**config.mk**
```make
export PLATFORM = sky130hd
export DESIGN_NAME = multi_ch_read_controller
export DESIGN_NICKNAME = d
export VERILOG_FILES = /design/src/rtl/read_ctrl_pkg.sv /design/src/rtl/rr_arbiter.sv /design/src/rtl/multi_ch_read_controller.sv
export SDC_FILE = /design/constraint.sdc
export NUM_CORES = 1
export LEC_CHECK = 0
export ABC_AREA = 1
export CORE_MARGIN = 2
export CORE_UTILIZATION = 60
export CTS_BUF_LIST = sky130_fd_sc_hd__clkbuf_4
export DETAILED_ROUTE_END_ITERATION = 10
export DONT_BUFFER_PORTS = 1
export HOLD_SLACK_MARGIN = 0.15
export MAX_ROUTING_LAYER = met4
export PLACE_DENSITY = 0.74
export SLEW_MARGIN = 20
export SYNTH_ARGS = -nofsm -noshare
export SYNTH_HDL_FRONTEND = slang
export SYNTH_SLANG_ARGS = --single-unit
```
**constraint.sdc**
```tcl
create_clock -name clk -period 1.9 [get_ports clk]
set_clock_uncertainty 0.15 [all_clocks]
set_input_delay 0.38 -clock clk [delete_from_list [all_inputs] [get_ports clk]]
set_output_delay 0.38 -clock clk [all_outputs]
set_load 0.01 [all_outputs]
```
**src/rtl/read_ctrl_pkg.sv**
```systemverilog
// Shared types and constants for the multi-channel read controller.
// Build option MULTI_CH_READ_RR_EN selects round-robin arbitration (default: fixed priority).
package read_ctrl_pkg;

  typedef enum logic [1:0] {
    IDLE          = 2'b00,
    VALID_OUTPUT  = 2'b01,
    UPDATE_OUTPUT = 2'b10
  } state_e;

  // Channel-index width, never narrower than one bit even for a single channel
  function automatic int ch_width(input int n);
    return (n > 1) ? $clog2(n) : 1;
  endfunction

  localparam state_e RST_STATE = IDLE;
  localparam logic   RST_VALID = 1'b0;
  localparam logic   RST_BUSY  = 1'b0;

endpackage

```
**src/rtl/rr_arbiter.sv**
```systemverilog
// Picks one requesting channel. With MULTI_CH_READ_RR_EN the search rotates from base,
// otherwise the lowest requesting index wins and base is ignored.
module rr_arbiter
  import read_ctrl_pkg::*;
#(
  parameter  int NUM_CH = 4,
  localparam int CH_W   = ch_width(NUM_CH)
) (
  input  logic [NUM_CH-1:0] req,
  input  logic [CH_W-1:0]   base,
  output logic [CH_W-1:0]   grant,
  output logic              any
);

`ifdef MULTI_CH_READ_RR_EN
  int idx;

  // First requester found when walking upward from base, wrapping at NUM_CH
  always_comb begin
    grant = '0;
    any   = 1'b0;
    idx   = 0;
    for (int i = 0; i < NUM_CH; i++) begin
      idx = int'(base) + i;
      if (idx >= NUM_CH) idx = idx - NUM_CH;
      if (!any && req[idx]) begin
        any   = 1'b1;
        grant = CH_W'(idx);
      end
    end
  end
`else
  logic unused_base;
  assign unused_base = ^base;

  always_comb begin
    grant = '0;
    any   = 1'b0;
    for (int i = 0; i < NUM_CH; i++) begin
      if (!any && req[i]) begin
        any   = 1'b1;
        grant = CH_W'(i);
      end
    end
  end
`endif

endmodule

```
**src/rtl/multi_ch_read_controller.sv**
```systemverilog
// Read-side controller for NUM_CH circular buffers sharing one read port.
// Build option MULTI_CH_READ_RR_EN enables round-robin arbitration across channels.
module multi_ch_read_controller
  import read_ctrl_pkg::*;
#(
  parameter  int NUM_CH = 4,
  parameter  int ADDR_W = 4,
  localparam int CH_W   = ch_width(NUM_CH)
) (
  input  logic              clk,
  input  logic              rst_n,
  input  logic [NUM_CH-1:0] r_en,
  input  logic [NUM_CH-1:0] empty,
  input  logic              out_ready,
  output logic              valid,
  output logic [CH_W-1:0]   ch_id,
  output logic [ADDR_W-1:0] rd_addr,
  output logic [NUM_CH-1:0] r_cnt,
  output logic              busy
);

  state_e              state_q;
  logic [CH_W-1:0]     cur_ch_q;
  logic                valid_q;
  logic                busy_q;
  logic [NUM_CH-1:0]   r_cnt_q;
  logic [CH_W-1:0]     ch_id_q;
  logic [ADDR_W-1:0]   rd_addr_q;
  logic [ADDR_W-1:0]   ptr_q [NUM_CH];

  logic [NUM_CH-1:0]   req;
  logic [CH_W-1:0]     arb_base;
  logic [CH_W-1:0]     grant;
  logic                any_req;

  assign req = r_en & ~empty;

`ifdef MULTI_CH_READ_RR_EN
  logic [CH_W-1:0] arb_ptr_q;
  logic [CH_W-1:0] arb_ptr_d;

  assign arb_ptr_d = (cur_ch_q == CH_W'(NUM_CH - 1)) ? '0 : cur_ch_q + CH_W'(1);

  // Only a completed transfer moves the search start; aborts leave it alone
  always_ff @(posedge clk or negedge rst_n) begin
    if (!rst_n) begin
      arb_ptr_q <= '0;
    end else if (state_q == UPDATE_OUTPUT) begin
      arb_ptr_q <= arb_ptr_d;
    end
  end

  assign arb_base = arb_ptr_q;
`else
  assign arb_base = '0;
`endif

  rr_arbiter #(
    .NUM_CH (NUM_CH)
  ) u_arbiter (
    .req   (req),
    .base  (arb_base),
    .grant (grant),
    .any   (any_req)
  );

  always_ff @(posedge clk or negedge rst_n) begin
    if (!rst_n) begin
      for (int i = 0; i < NUM_CH; i++) ptr_q[i] <= '0;
    end else if (state_q == UPDATE_OUTPUT) begin
      ptr_q[cur_ch_q] <= ptr_q[cur_ch_q] + ADDR_W'(1);
    end
  end

  // Outputs are loaded alongside the state so they are pure register outputs
  always_ff @(posedge clk or negedge rst_n) begin
    if (!rst_n) begin
      state_q   <= RST_STATE;
      cur_ch_q  <= '0;
      valid_q   <= RST_VALID;
      busy_q    <= RST_BUSY;
      r_cnt_q   <= '0;
      ch_id_q   <= '0;
      rd_addr_q <= '0;
    end else begin
      valid_q <= 1'b0;
      r_cnt_q <= '0;
      case (state_q)
        IDLE: begin
          if (any_req) begin
            state_q   <= VALID_OUTPUT;
            cur_ch_q  <= grant;
            valid_q   <= 1'b1;
            busy_q    <= 1'b1;
            ch_id_q   <= grant;
            rd_addr_q <= ptr_q[grant];
          end
        end
        VALID_OUTPUT: begin
          if (out_ready) begin
            state_q <= UPDATE_OUTPUT;
            r_cnt_q <= NUM_CH'(1) << cur_ch_q;
          end else if (!r_en[cur_ch_q] || empty[cur_ch_q]) begin
            state_q <= IDLE;
            busy_q  <= 1'b0;
          end else begin
            valid_q <= 1'b1;
          end
        end
        UPDATE_OUTPUT: begin
          state_q   <= IDLE;
          busy_q    <= 1'b0;
          rd_addr_q <= ptr_q[cur_ch_q] + ADDR_W'(1);
        end
        default: begin
          state_q <= IDLE;
          busy_q  <= 1'b0;
        end
      endcase
    end
  end

  assign valid   = valid_q;
  assign busy    = busy_q;
  assign r_cnt   = r_cnt_q;
  assign ch_id   = ch_id_q;
  assign rd_addr = rd_addr_q;

endmodule

```
==> impl_metrics.py <==
metrics = {
    "sta": {
        "fmax_ghz": 0.574,
        "hold_ws_ns": 0.237,
        "timing.final.setup_violations": 0,
        "setup_tns_ns": 0,
        "layout_setup_ws_ns": 0.157,
        "final_period_minus_worst_setup_slack_ns": 1.74,
        "slew_viol_final": 0,
        "post-route-period-util_pct": 91.8,
        "max_slew_headroom_pct": 74.0,
        "grt_setup_unrepaired": "no",
        "actual_slew_at_the_worst_max_slew_pin_ns": 0.388,
        "report.final.hold_viol_count": 0,
    },
    "critical_path": {
        "r2r_cells": 9,
        "rr_startpoint": "ch_id[0]$_DFFE_PN0P_",
        "path_max_fanout": 10,
        "setup.worst_path.start_class": "flip-flop",
        "setup.worst_path.class": "reg2reg",
        "critPathCaptureType": "flip-flop",
        "reg2reg_slack_ns": 0.16,
        "worst_ep_required_time_ns": 1.97,
        "arrival_ns": 1.82,
        "regToRegEndpoint": "rd_addr[2]$_DFFE_PN0P_",
    },
    "detailed_routing": {
        "average_wire_length_per_cell_after_detail_routing_um": 14.4,
        "detail_route.vias_per_cell": 5.55,
        "detailed_route_wl_um": 3910,
        "met3_length_um": 392,
        "detail_route.iter0.violations": 91,
        "remaining_number_of_nets_flagged_by_the_antenna_check_after_routing": 0,
        "highest_layer": "met4",
        "wl_met2_um": 1740,
        "met1_length_um": 1730,
        "routed-via-count": 1510,
        "post-route-drc-count": 0,
        "first_pass_iters": 6,
    },
    "hold_path": {
        "hp-start": "empty[2]",
        "min-delay-path-class": "in2reg",
        "hold_depth": 5,
        "holdPathEnd": "valid$_DFF_PN0_",
    },
    "synthesis": {
        "ys_types": 20,
        "yosys_warnings": 0,
        "postSynthRegisterBits": 30,
        "synth_compound_gate_area_share_pct": 6.12,
        "synth_area_per_cell_um2": 7.26,
        "synthMuxAreaShare_pct": 0,
        "synth.cell_area_mm2": 0.00166,
        "synth_simple_gate_area_share_pct": 39.7,
        "synth_xor_xnor_area_share_pct": 0,
        "synthesis.nets": 240,
        "yosys.area_share.adder_pct": 0.756,
        "yosysSeqAreaShare_pct": 45.4,
        "netlist_instances": 228,
        "top_post_synthesis_cells_by_area": "sky130_fd_sc_hd__dfrtp_1 (45%), sky130_fd_sc_hd__nand2_1 (20%), sky130_fd_sc_hd__nand3_1 (11%)",
        "dominant_cell_type_by_area_after_synthesis": "sky130_fd_sc_hd__dfrtp_1",
        "synth_top_area_share_pct": 45.4,
        "synth_top_family_by_area": "simple AND/OR/NAND/NOR gates",
    },
    "clocking": {
        "cts_root_buffer": "sky130_fd_sc_hd__clkbuf_4",
        "htree_levels": 2,
        "clk_path_buf_depth": 2,
        "tritoncts_clock_tree": "done",
        "worst_skew_pair.late_latency_ns": 0.33,
        "tritoncts_num_sinks": 30,
        "clock_buffers_created_by_tritoncts": 5,
        "clkTransAtPathRegs_ns": 0.10,
    },
    "global_route": {
        "antenna_found_initial": 0,
        "grt_util_all_layers_pct": 29.0,
        "grt_overflow_total": 0,
        "first_pass_grt_wire_length_um": 6790,
        "maximum_number_of_pins_on_one_net_before_global_route_repair": 31,
        "grt_pass1_vias": 1386,
    },
    "floorplanning": {
        "dieWidth_um": 56.5,
        "die_area_mm2": 0.00320,
        "die_height_um": 56.5,
        "core-area_mm2": 0.00269,
        "design.portCount": 23,
        "initial_utilization_pct": 61.6,
        "core.rowCount": 19,
    },
    "final_layout": {
        "layout.nets": 252,
        "post_route_cells_drive_above_1_share_pct": 13.3,
        "synthToLayoutAreaGrowth_pct": 9.52,
        "n_antenna_cell": 0,
    },
    "placed_design": {
        "hpwlAfterDp_um": 3040,
        "gpl.final_weighted_congestion": 0.893,
        "numPortBuffers": 0,
        "post_place_worst_slack_ns": 0.0833,
    },
    "pwr": {
        "worst_ir_drop_vdd_mv": 1.27,
        "leakagePower_uw": 0.000959,
        "power.density_cell_area_mw_per_mm2": 1430,
        "power.total_uw": 2590,
    },
    "run": {
        "maxCapViolCount": 0,
    },
    "run_status": {
        "run_status": "complete, no violations",
    },
}
## worst max-delay path: stages (launching register included)
cell and delay, ns:
sky130_fd_sc_hd__dfrtp_2 0.49, sky130_fd_sc_hd__inv_4 0.07, sky130_fd_sc_hd__nand2_1 0.06, sky130_fd_sc_hd__nand2_1 0.05, sky130_fd_sc_hd__nand2_1 0.08, sky130_fd_sc_hd__nand2_2 0.07
sky130_fd_sc_hd__ha_1 0.21, sky130_fd_sc_hd__or2_1 0.29, sky130_fd_sc_hd__nand3_1 0.09, sky130_fd_sc_hd__nand3_1 0.08
## cell usage in the layout, fill, tap and decap left out
cell type	synthesis	final
sky130_fd_sc_hd__a21oi_1	2	2
sky130_fd_sc_hd__a21oi_4	1	1
sky130_fd_sc_hd__inv_2	4	4
sky130_fd_sc_hd__buf_12	0	1
sky130_fd_sc_hd__ha_1	1	1
sky130_fd_sc_hd__nand3_1	38	38
sky130_fd_sc_hd__or2_1	2	2
sky130_fd_sc_hd__o21ai_1	3	3
sky130_fd_sc_hd__inv_1	18	18
sky130_fd_sc_hd__nand2_1	89	89
sky130_fd_sc_hd__nand2_4	1	1
sky130_fd_sc_hd__o21ai_0	9	9
sky130_fd_sc_hd__clkinv_2	0	2
sky130_fd_sc_hd__bufinv_16	0	1
sky130_fd_sc_hd__o22ai_1	1	1
sky130_fd_sc_hd__dfrtp_1	30	29
sky130_fd_sc_hd__dlygate4sd3_1	0	2
sky130_fd_sc_hd__nand4_1	1	1
sky130_fd_sc_hd__buf_4	0	6
sky130_fd_sc_hd__clkbuf_4	0	5
sky130_fd_sc_hd__nor2_1	14	14
sky130_fd_sc_hd__dfrtp_2	0	1
sky130_fd_sc_hd__nand2_2	4	4
sky130_fd_sc_hd__nor2_2	4	4
sky130_fd_sc_hd__inv_4	1	1
sky130_fd_sc_hd__o21ai_2	1	1
## timing repair
action                                 in CTS  in global routing
endpoints found under the hold margin      34                  0
hold buffers                                3                  0
resized for setup                           0                  1
setup endpoints to repair                   0                  6
setup buffers                               0                  0
## flip-flops by register name (all words and copies together), names as in the netlist
signal and count:
state_q 2, ptr_q 16, valid 1, rd_addr 4
r_cnt 4, ch_id 2, busy 1
## where the power goes
group	total (µW)	switching, µW	internal [µW]	leakage, µW
Clock	499	226	272	0.0000450
Sequential	1090	237	851	0.000395
Combinational	999	644	355	0.000519
## routing by layer
metal  track usage [%]  vias up
met1              41.1      684
met4              8.50        0
met2              41.5       77
met5                 -        -
met3              6.91        5
li1                  -      744
## logic make-up after synthesis
family | after synthesis
buffers and inverters | 27
adder cells (fa/ha/maj) | 1
AO/OA/AOI/OAI | 17
AND/OR/NAND/NOR | 153
flip-flops | 30
## area by class of cell
class / count / area, µm²
tap: 31 / 38.8
inverter: 23 / 88.8
timing repair buffer: 9 / 85.1
clock inverter: 3 / 40.0
sequential: 30 / 752
multi-input combinational: 171 / 771
fill: 237 / 873
clock buffer: 5 / 37.5
## through the flow
stage / instance area [µm²] / util, % / instances
6_report: 1810 / 67.5 / 272
5_1_grt: 1810 / 67.5 / 272
4_1_cts: 1810 / 67.4 / 272
3_5_place_dp: 1690 / 63.1 / 261
3_3_place_gp: 1690 / 63.1 / 261
2_1_floorplan: 1660 / - / 228
## worst max path at each step
stage / from / end / cells after the start
6_report: ch_id[0]$_DFFE_PN0P_ / rd_addr[2]$_DFFE_PN0P_ / 9
5_1_grt: ch_id[0]$_DFFE_PN0P_ / busy$_DFFE_PN0P_ / 9
4_1_cts: ch_id[0]$_DFFE_PN0P_ / rd_addr[2]$_DFFE_PN0P_ / 9
3_5_place_dp: ch_id[0]$_DFFE_PN0P_ / rd_addr[2]$_DFFE_PN0P_ / 9
3_3_place_gp: ch_id[0]$_DFFE_PN0P_ / rd_addr[2]$_DFFE_PN0P_ / 9
2_1_floorplan: ch_id[0]$_DFFE_PN0P_ / rd_addr[2]$_DFFE_PN0P_ / 10
## cell usage after synthesis (all sizes together)
cell type  count
a21oi          3
o22ai          1
nor2          18
ha             1
buf            4
o21ai         13
inv           23
or2            2
dfrtp         30
nand2         94
nand3         38
nand4          1
No activity file was read; power rests on OpenSTA's default activity.
